## src/rtl/lfsr_victim_sel.sv

```systemverilog
// Pseudo-random victim selector: maximal-length Fibonacci LFSR with seed load and
// zero-lockup guard, mapped onto a one-hot way choice with invalid ways first.
module lfsr_victim_sel #(
  parameter int WIDTH     = 8,
  parameter int NUMWAYS   = 4,
  parameter int RESETSEED = 1
) (
  input  logic                       clk,
  input  logic                       reset,
  input  logic                       LoadSeed,
  input  logic [WIDTH-1:0]           Seed,
  input  logic                       Advance,
  input  logic [NUMWAYS-1:0]         ValidWay,
  output logic [NUMWAYS-1:0]         Victim,
  output logic [$clog2(NUMWAYS)-1:0] VictimIndex,
  output logic [WIDTH-1:0]           State
);

  localparam int IDXW = $clog2(NUMWAYS);

  // Tap n of the polynomial maps to mask bit n-1.
  function automatic logic [15:0] tap_mask(input int w);
    case (w)
      3:       return 16'h0006;
      4:       return 16'h000C;
      5:       return 16'h0014;
      6:       return 16'h0030;
      7:       return 16'h0060;
      8:       return 16'h00B8;
      9:       return 16'h0110;
      10:      return 16'h0240;
      11:      return 16'h0500;
      12:      return 16'h0829;
      13:      return 16'h100D;
      14:      return 16'h2015;
      15:      return 16'h6000;
      16:      return 16'hD008;
      default: return 16'h0000;
    endcase
  endfunction

  localparam logic [15:0]      TAPS_FULL   = tap_mask(WIDTH);
  localparam logic [WIDTH-1:0] TAPS        = TAPS_FULL[WIDTH-1:0];
  localparam logic [WIDTH-1:0] STATE_ONE   = WIDTH'(1);
  localparam logic [WIDTH-1:0] RESET_STATE = WIDTH'(RESETSEED);

  generate
    if (WIDTH < 3 || WIDTH > 16) begin : g_bad_width
      $error("lfsr_victim_sel: WIDTH must be in 3..16");
    end
    if (NUMWAYS < 2 || NUMWAYS > 16 || (NUMWAYS & (NUMWAYS - 1)) != 0) begin : g_bad_ways
      $error("lfsr_victim_sel: NUMWAYS must be a power of two in 2..16");
    end
    if (IDXW > WIDTH - 1) begin : g_bad_idxw
      $error("lfsr_victim_sel: log2(NUMWAYS) must not exceed WIDTH-1");
    end
    if (RESETSEED == 0 || RESET_STATE == '0) begin : g_bad_seed
      $error("lfsr_victim_sel: RESETSEED must be non-zero");
    end
  endgenerate

  logic [WIDTH-1:0] state_reg;
  logic [WIDTH-1:0] state_next;
  logic             feedback;

  assign feedback = ^(state_reg & TAPS);

  // A zero state (e.g. upset) would lock the register, so stepping from it reloads one.
  always_comb begin
    state_next = {state_reg[WIDTH-2:0], feedback};
    if (state_reg == '0) begin
      state_next = STATE_ONE;
    end
  end

  always_ff @(posedge clk) begin
    if (reset) begin
      state_reg <= RESET_STATE;
    end else if (LoadSeed) begin
      state_reg <= (Seed == '0) ? STATE_ONE : Seed;
    end else if (Advance) begin
      state_reg <= state_next;
    end
  end

  assign State = state_reg;

  logic            any_invalid;
  logic [IDXW-1:0] lowest_invalid;

  assign any_invalid = ~&ValidWay;

  // Scanning downwards leaves the lowest-indexed invalid way as the final winner.
  always_comb begin
    lowest_invalid = '0;
    for (int i = NUMWAYS - 1; i >= 0; i--) begin
      if (!ValidWay[i]) begin
        lowest_invalid = IDXW'(i);
      end
    end
  end

  assign VictimIndex = any_invalid ? lowest_invalid : state_reg[IDXW-1:0];

  generate
    for (genvar gi = 0; gi < NUMWAYS; gi++) begin : g_onehot
      assign Victim[gi] = (VictimIndex == IDXW'(gi));
    end
  endgenerate

endmodule

```

## config.mk

```make
export PLATFORM = sky130hd
export DESIGN_NAME = lfsr_victim_sel
export DESIGN_NICKNAME = d
export VERILOG_FILES = /design/src/rtl/lfsr_victim_sel.sv
export SDC_FILE = /design/constraint.sdc
export NUM_CORES = 1
export LEC_CHECK = 0
export CORE_MARGIN = 2
export CORE_UTILIZATION = 37
export CTS_CLUSTER_DIAMETER = 120
export CTS_CLUSTER_SIZE = 40
export DETAILED_ROUTE_END_ITERATION = 8
export PLACE_DENSITY = 0.82
export REMOVE_ABC_BUFFERS = 1
export SYNTH_ARGS = -nofsm -noshare
export SYNTH_HDL_FRONTEND = slang
export SYNTH_SLANG_ARGS = --single-unit
```

## constraint.sdc

```tcl
create_clock -name clk -period 1.85 [get_ports clk]
set_input_delay 0.37 -clock clk [delete_from_list [all_inputs] [get_ports clk]]
set_output_delay 0.37 -clock clk [all_outputs]
set_load 0.01 [all_outputs]
```

== After elaboration in Yosys (flattened, before gate mapping) ==
Index checks and enable logic that the tools add are counted.
Cells by class
  equality and inequality tests: 3
  muxes and demuxes: 9
  reduce and logical (&&, ||, !) cells: 6
Operator list (number)
  $mux W8: 4
  $logic_not A8 Y1: 2
  $mux W2: 5
  $reduce_xor A8 Y1: 1
  $eq A2 B2 Y1 const B: 2
  $reduce_and A4 Y1: 1
  $eq A2 B1 Y1 const B: 1
  $logic_not A2 Y1: 1
  $reduce_bool A2 Y1: 1
Storage, ports and cells
  bits in registers: 8
  input bits: 16

== Longest topological paths before layout ==
Gate-level depths: netlist (run 1).
  depth after elaboration: 6
  depth in mapped cells: 5
  depth with buffers taken out: 5

== Least setup slack after synthesis (run 1) ==
No wires, ideal clock.
  kind: in2out
  from: in ValidWay[2]
  to: out Victim[1]
  data arrival time: 1.068 ns
  data required time: 1.480 ns
  setup slack: 0.412 ns
  stages: 4
  buffers on the path: 0
  path through: nand2_1 > o211ai_1 > inv_1 > nor3_1
Between the ends
  word-level cells in the longest chain between the ends: 5
Ends and longest elaborated chain
  start: declaration: line 13  | input logic [NUMWAYS-1:0] ValidWay,
  $mux W2 (3 in series): line 97  | if (!ValidWay[i]) begin
  $mux W2 *: line 103  | assign VictimIndex = any_invalid ? lowest_invalid : state_reg[IDXW-1:0];
  via VictimIndex[1]: line 15  | output logic [$clog2(NUMWAYS)-1:0] VictimIndex,
  $eq A2 B1 Y1 *: line 107  | assign Victim[gi] = (VictimIndex == IDXW'(gi));
  end: declaration: line 14  | output logic [NUMWAYS-1:0] Victim,
The timed path passes the listed nets; every way through them passes the cells marked *.

== Worst setup path in the final report (run 1) ==
  from: in ValidWay[2]
  to: out Victim[1]
Between the ends
  word-level cells in the longest chain between the ends: 5
Ends and longest elaborated chain (line)
  $mux W2 (3 in series): 97
  $mux W2 *: 103
  $eq A2 B1 Y1 *: 107
Every way passes the cells marked *; elsewhere a longest branch is shown, timed or not.

==> flow_summary.toml, run 1 <==
[logic_synthesis]
yosysWarnings = 0
syn-cell-area_sq_um = 551
syn_inst = 66
ys.flop_type = "dfxtp_1"
ys_types = 27
syn_avg_cell_area_sq_um = 8.34
synth_edf_count = 0
synth-seq-area-share_pct = 29.1
synth_seq_cells = 8
async_reset_ff_share_pct = 0

[global_route]
use_met1_pct = 21.6
overflow = 0
track_usage_pct = 22.0
use_met3_pct = 7.76
grt_pass1_vias = 665
grt_max_degree = 10
grt_antenna_before_repair = 0
use_met2_pct = 40.0
grt_pass1_wl_mm = 2.93
gr-max-usage-layer = "met2"

[sta]
finalHoldViolCount = 0
finalSetupViolations = 0
slew_viol_final = 0
fin_worst_skew_ps = 0.618
period_share_pct = 97.9
tightest_slew_ps = 481
fmax_mhz = 552
setup_ws_ps = 38.4
slew_headroom_pct = 67.1
period_needed_ps = 1810

[routing]
drt_wl_total_mm = 1.68
dr.pass1.iters = 2
wl_per_cell_um = 13.6
vias_per_cell = 5.11
drtIter0Drc = 5
drc_errors = 0
num_vias = 634
antenna_left = 0

[cts]
clockBufferDepth = 2
postCtsHoldBufs = 0
clk_pin_slew_ps = 60
cts_max_level = 1
root_buffer = "clkbuf_4"
clock-sinks = 8
cts_buffers = 3
clk_latency_ps = 250
cts_tree = "done"

[worst_setup_path]
critical_path_class = "input pin to primary output"
cp.required_ps = 1480
crit_arrival_ps = 1440
worstSetupEndpointType = "primary output"
cp_max_fo = 3
setup.worst_path.start_class = "input pin"
r2r_setup_slack_ps = 460

[floorplanning]
fp.dieH_um = 42.6
rows = 13
die_w_um = 42.6
core_sq_mm = 0.00135
die_area_sq_mm = 0.00181
io_pins = 30
start_util_pct = 40.8

[layout]
final_area_sq_um = 963
diodes = 0
syn2layout_area_growth_pct = 75.0
fin_util_pct = 71.4
drive_gt1_share_pct = 22.9
largest_register_ffs = 8
nNetsFinal = 128

[hold_path]
hp-class = "register to register"

[power_and_ir_drop]
ir_drop_mv = 0.363
p_leak_nw = 0.424
p_per_area_mw_per_mm2 = 536
power_mw = 0.516

[placement]
hpwl_mm = 1.38
place_ws_ps = -460
port_buffers = 29
gp_congestion = 0.793
dpl_cell_area_sq_um = 930

[run_status]
outcome = "complete, no violations"

[run]
max-cap-violations = 0
placed cells by master, fill, tap and decap left out, types with 2 or more instances in the layout:
cell	instances
dfxtp_1	8
clkdlybuf4s50_1	19
buf_4	14
nor2_1	4
dlygate4sd2_1	3
nand2_1	12
mux2_1	5
clkbuf_4	3
clkdlybuf4s15_1	2
o32ai_1	2
nor3b_1	2
inv_1	5
dlymetal6s2s_1	2
a21oi_1	8
nor3_1	2
worst paths after layout:
kind                          from               endpoint  cells past startpoint
max                    ValidWay[2]              Victim[1]                      6
min          State[5]$_SDFFE_PP0P_  State[6]$_SDFFE_PP0P_                      2
max reg2reg  State[4]$_SDFFE_PP0P_  State[0]$_SDFFE_PP1P_                      5
min reg2reg  State[5]$_SDFFE_PP0P_  State[6]$_SDFFE_PP0P_                      2
cells in the mapped netlist, types with 2 or more instances:
| cell | count | area (sq um) |
|---|---|---|
| nor3b_1 | 2 | 15.0 |
| nand2_1 | 12 | 45.0 |
| nor3_1 | 2 | 10.0 |
| nor2_1 | 4 | 15.0 |
| dfxtp_1 | 8 | 160 |
| o32ai_1 | 2 | 17.5 |
| mux2_1 | 5 | 56.3 |
| a21oi_1 | 8 | 40.0 |
| inv_1 | 5 | 18.8 |
power breakdown:
| part | internal (mW) | switching (mW) |
|---|---|---|
| Sequential | 0.184 | 0.0111 |
| Combinational | 0.105 | 0.0774 |
| Clock | 0.0745 | 0.0635 |
| Total | 0.364 | 0.152 |
kinds of logic after synthesis:
group	after synthesis	synth area share [%]
compound gates	17	25.0
xor+xnor	1	1.59
fa+ha+maj	1	2.27
buf+inv	8	7.04
flops	8	29.1
mux	5	10.2
simple gates	26	24.8
layout make-up:
| class | instances | area, sq um |
|---|---|---|
| timing repair buffer | 43 | 388 |
| tap | 15 | 18.8 |
| clock buffer | 3 | 22.5 |
| multi-input combinational | 50 | 355 |
| inverter | 5 | 18.8 |
| fill | 122 | 387 |
| sequential | 8 | 160 |
critical path, cell delays in order:
cell and delay [ps]:
dlygate4sd2_1 210, nand2_1 60, o211ai_1 250, inv_1 110
nor3_1 170, clkdlybuf4s15_1 260
metal layers:
metal  wire (um)  vias up
met3         105        2
met5           0        -
met4          15        0
met1         663      287
met2         899       19
li1            -      326
metrics by stage:
step	instances	hold slack [ps]	TNS [ps]
after detailed placement	119	524	-2020
after CTS	124	533	0
final	124	536	0
after global placement	119	517	-1750
after global routing	124	579	-66.6
after floorplan	63	439	0
repair_timing:
item,CTS,global route
pin swaps,2,0
resized for setup,16,4
endpoints found under the setup margin,6,4
endpoints found under the hold margin,0,0
buffers inserted,2,0
Note: power is estimated with default switching activity, not from simulation.
==> run 2: changes to the inputs <==
--- a/config.mk
+++ b/config.mk
@@ -5,12 +5,14 @@
 export SDC_FILE = /design/constraint.sdc
 export NUM_CORES = 1
 export LEC_CHECK = 0
+export CELL_PAD_IN_SITES_DETAIL_PLACEMENT = 1
+export CELL_PAD_IN_SITES_GLOBAL_PLACEMENT = 1
 export CORE_MARGIN = 2
-export CORE_UTILIZATION = 37
+export CORE_UTILIZATION = 26
 export CTS_CLUSTER_DIAMETER = 120
 export CTS_CLUSTER_SIZE = 40
 export DETAILED_ROUTE_END_ITERATION = 8
-export PLACE_DENSITY = 0.82
+export PLACE_DENSITY = 0.83
 export REMOVE_ABC_BUFFERS = 1
 export SYNTH_ARGS = -nofsm -noshare
 export SYNTH_HDL_FRONTEND = slang
==> run 2 against run 1 <==
Against the previous run: register-to-register slack got worse by 110 ps; largest cell class is now multi-input combinational cells; non-clock buffer count fell by 2; highest routed layer unchanged; clock skew grew 9.7 ps.
==> flow_summary.toml, run 2 (same netlist as run 1, synthesis figures left out) <==
[run_status]
outcome = "complete, no violations"

[global_route]
grt_max_degree = 11
overflow = 0
grt_antenna_before_repair = 0
grt_pass1_wl_mm = 3.39
track_usage_pct = 17.9
grt_pass1_vias = 679

[hold_path]
whs_path_depth = 2
min-delay-start = "State[5]$_SDFFE_PP0P_"
hp-class = "register to register"
whs_endpoint = "State[6]$_SDFFE_PP0P_"

[floorplanning]
core_sq_mm = 0.00198
die_w_um = 50.0
fp.dieH_um = 50.0
die_area_sq_mm = 0.00250
rows = 16
io_pins = 30
start_util_pct = 27.8

[worst_setup_path]
cp_max_fo = 4
worstSetupEndpointType = "primary output"
r2r_setup_slack_ps = 350
worstReg2RegEnd = "State[0]$_SDFFE_PP1P_"
cp.required_ps = 1480
r2r-start = "State[5]$_SDFFE_PP0P_"
setup.worst_path.start_class = "input pin"
worst-r2r-cell-count = 5
crit_arrival_ps = 1380
critical_path_class = "input pin to primary output"

[cts]
cts_buffers = 3
clk_pin_slew_ps = 70
cts_tree = "done"
clk_latency_ps = 260
root_buffer = "clkbuf_4"
clock-sinks = 8
clockBufferDepth = 2
cts_max_level = 1
postCtsHoldBufs = 0

[routing]
vias_per_cell = 4.83
antenna_left = 0
drc_errors = 0
drtIter0Drc = 5
num_vias = 647
drt_wl_total_mm = 2.05
dr.pass1.iters = 4
wl_per_cell_um = 15.3

[sta]
slew_headroom_pct = 58.8
setup_ws_ps = 95.2
finalSetupViolations = 0
tightest_slew_ps = 603
fmax_mhz = 570
tns_ps = 0
rsz0062_at_grt = "no"
fin_worst_skew_ps = 10.3
period_needed_ps = 1750
period_share_pct = 94.9
slew_viol_final = 0
finalHoldViolCount = 0

[layout]
nNetsFinal = 126
syn2layout_area_growth_pct = 75.0
final_cell_mix = "19 x clkdlybuf4s50_1, 12 x nand2_1, 12 x buf_4, 8 x dfxtp_1, 8 x a21oi_1"
final_common_cell = "clkdlybuf4s50_1"
drive_gt1_share_pct = 23.4
fin_util_pct = 48.6
largest_register_ffs = 8
diodes = 0

[placement]
port_buffers = 29
place_ws_ps = -580
gp_congestion = 0.785
hpwl_mm = 1.69

[power_and_ir_drop]
clkPwrFrac_pct = 26.7
seqPwrFrac_pct = 37.5
power.internal_mw = 0.363
power_switching_mw = 0.162
p_comb_share_pct = 35.8
ir_drop_mv = 0.234
p_per_area_mw_per_mm2 = 544
swShare_pct = 30.9
p_leak_nw = 0.424

[run]
max-cap-violations = 0
-- run 2: power by group through the flow --
stage / Clock, mW / Combinational (mW) / Sequential, mW
5_1_grt: 0.154 / 0.203 / 0.198
4_1_cts: 0.143 / 0.187 / 0.196
3_3_place_gp: 0 / 0.181 / 0.199
3_5_place_dp: 0 / 0.190 / 0.200
6_report: 0.140 / 0.188 / 0.196
2_1_floorplan: 0 / 0.0637 / 0.204
-- run 2: layer usage --
metal,routed length [um],vias up,GRT usage [%]
met4,14,0,4.17
met3,78,2,3.64
met1,860,306,19.6
met2,1090,18,34.4
met5,0,-,0
li1,-,321,-
-- run 2: cell type report --
class                      count  area [sq um]
clock buffer                   3          22.5
fill                         238          1020
sequential                     8           160
timing repair buffer          41           360
multi-input combinational     50           368
inverter                       5          18.8
tap                           27          33.8
-- run 2: per-stage QoR --
step / instances / total power, mW / hold WS (ps) / instance area, sq um
final: 134 / 0.525 / 572 / 963
after global placement: 129 / 0.380 / 527 / 930
after CTS: 134 / 0.526 / 569 / 951
after global routing: 134 / 0.556 / 593 / 963
after detailed placement: 129 / 0.390 / 562 / 930
after floorplan: 63 / 0.268 / 439 / 531
-- run 2: worst max-delay path by stage --
stage	startpoint	end	cells after the start
after floorplan	ValidWay[2]	Victim[1]	4
after global placement	ValidWay[2]	Victim[1]	6
after detailed placement	ValidWay[2]	Victim[1]	6
after CTS	ValidWay[1]	Victim[3]	6
after global routing	ValidWay[2]	Victim[2]	7
final	ValidWay[2]	Victim[2]	7
-- run 2: what timing repair did --
item | 4_1_cts | 5_1_grt
pin swaps | 2 | 1
buffers inserted | 2 | 0
resized for setup | 22 | 3
endpoints found under the setup margin | 6 | 4
-- run 2: worst max-delay path, stage by stage --
cell,delay (ps)
dlygate4sd2_1,300
nand2_1,80
o211ai_1,210
buf_4,150
buf_4,100
a21oi_1,30
buf_2,140
==> run 3: changes to the inputs <==
--- a/config.mk
+++ b/config.mk
@@ -7,7 +7,8 @@
 export LEC_CHECK = 0
 export CELL_PAD_IN_SITES_DETAIL_PLACEMENT = 1
 export CELL_PAD_IN_SITES_GLOBAL_PLACEMENT = 1
-export CORE_MARGIN = 2
+export CORE_ASPECT_RATIO = 1.1
+export CORE_MARGIN = 5
 export CORE_UTILIZATION = 26
 export CTS_CLUSTER_DIAMETER = 120
 export CTS_CLUSTER_SIZE = 40
==> run 3 against run 2 <==
Against the previous run: flip-flop and latch count is the same; sequential share of layout area shrank 0.13 points; combinational power is essentially flat; routed wire length grew 2.5%; critical path depth is the same; register-to-register slack gained 90 ps; setup slack lost 31 ps; worst hold slack lost 35 ps; via count grew 2.9%; die area grew 25%; core utilization shrank 0.56 points; critical endpoint is now Victim[1]; largest cell class is now non-clock buffers; largest power group unchanged.
==> flow_summary.toml, run 3 (same netlist as run 1, synthesis figures left out) <==
[routing]
antenna_left = 0
wl_per_cell_um = 15.4
vias_per_cell = 4.90
drc_errors = 0
drt_wl_total_mm = 2.10
dr.pass1.iters = 4
num_vias = 666
drtIter0Drc = 4

[layout]
fin_cells = 136
diodes = 0
final_common_cell = "clkdlybuf4s50_1"
syn2layout_area_growth_pct = 76.4
final_cell_mix = "19 x clkdlybuf4s50_1, 13 x buf_4, 12 x nand2_1, 8 x dfxtp_1, 7 x a21oi_1"
nNetsFinal = 127
drive_gt1_share_pct = 25.9
largest_register_ffs = 8

[worst_setup_path]
cp_max_fo = 2
worstSetupEndpointType = "primary output"
critical_path_class = "input pin to primary output"
crit_arrival_ps = 1420
cp.required_ps = 1480
setup.worst_path.start_class = "input pin"

[global_route]
track_usage_pct = 14.3
grt_max_degree = 11
grt_pass1_vias = 716
overflow = 0
grt_pass1_wl_mm = 3.29
grt_antenna_before_repair = 0

[placement]
placed_cells = 130
port_buffers = 29
hpwl_mm = 1.62
gp_congestion = 0.854

[floorplanning]
core_sq_mm = 0.00202
start_util_pct = 27.2
die_w_um = 53.9
die_area_sq_mm = 0.00314
rows = 17
fp.dieH_um = 58.3
io_pins = 30

[power_and_ir_drop]
power_switching_mw = 0.156
p_leak_nw = 0.422
swShare_pct = 30.1
ir_drop_mv = 0.297
power.internal_mw = 0.363
p_comb_share_pct = 36.3
clkPwrFrac_pct = 26.1
p_per_area_mw_per_mm2 = 534
seqPwrFrac_pct = 37.6

[cts]
clockBufferDepth = 2
clock-sinks = 8
cts_buffers = 3
cts_max_level = 1
root_buffer = "clkbuf_4"
cts_tree = "done"
clk_pin_slew_ps = 60
clk_latency_ps = 250
postCtsHoldBufs = 0

[sta]
fmax_mhz = 560
tightest_slew_ps = 693
period_share_pct = 96.5
rsz0062_at_grt = "no"
period_needed_ps = 1790
fin_worst_skew_ps = 6.22
finalHoldViolCount = 0
tns_ps = 0
finalSetupViolations = 0
slew_viol_final = 0
slew_headroom_pct = 52.6

[hold_path]
hp-class = "register to register"

[run]
max-cap-violations = 0

[run_status]
outcome = "complete, no violations"
## run 3: cell count changes in the layout (fill, tap and decap cells not counted), sizes merged
cell,before,now
buf,16,17
## run 3: worst max-delay path, stage by stage
cell	delay, ps
dlygate4sd2_1	230
nand2_1	70
o211ai_1	230
buf_4	150
inv_1	60
nor3_2	140
buf_2	160
## run 3: through the flow
| step | power [mW] | area (sq um) | setup slack (ps) | hold WS [ps] | util [%] |
|---|---|---|---|---|---|
| global placement | 0.380 | 931 | -412 | 523 | 46.1 |
| detailed placement | 0.387 | 931 | -455 | 528 | 46.1 |
| finish | 0.518 | 971 | 64.0 | 537 | 48.0 |
| floorplan | 0.268 | 531 | 412 | 439 | - |
| global route | 0.553 | 971 | 12.4 | 587 | 48.0 |
| CTS | 0.521 | 955 | 3.62 | 536 | 47.2 |
## run 3: area by class of cell
class	count	area, sq um
clock buffers	3	22.5
fillers	255	1050
inverters	5	18.8
multi-input cells	50	367
flip-flops and latches	8	160
well taps	28	35.0
repair buffers	42	368
## run 3: per-layer routing
metal  wire length, um  part of all wire (%)  GRT usage (%)  vias to the layer above
met4                42                   2.0           8.39                        0
li1                  -                     -              -                      320
met3               136                   6.5           2.31                        4
met2              1220                    58           27.0                       23
met5                 0                     0              0                        -
met1               694                    33           13.9                      319
## run 3: worst paths after layout
path | startpoint | end | slack, ps | cells past startpoint
setup reg to reg | State[4]$_SDFFE_PP0P_ | State[0]$_SDFFE_PP1P_ | 440 | 5
hold reg to reg | State[5]$_SDFFE_PP0P_ | State[6]$_SDFFE_PP0P_ | 540 | 2
hold / removal | State[5]$_SDFFE_PP0P_ | State[6]$_SDFFE_PP0P_ | 540 | 2
setup / recovery | ValidWay[3] | Victim[1] | 60 | 7
## run 3: timing repair
action                                 4_1_cts  5_1_grt
pin swaps                                    1        1
endpoints found under the hold margin        0        0
setup endpoints to repair                    6        6
gates resized for setup                     21        5
buffers inserted                             3        0
## run 3: power by group through the flow
stage	clock network, mW	logic [mW]	registers (mW)
6_report	0.135	0.188	0.195
5_1_grt	0.153	0.203	0.197
4_1_cts	0.140	0.185	0.196
3_5_place_dp	0	0.187	0.199
3_3_place_gp	0	0.182	0.199
2_1_floorplan	0	0.0637	0.204
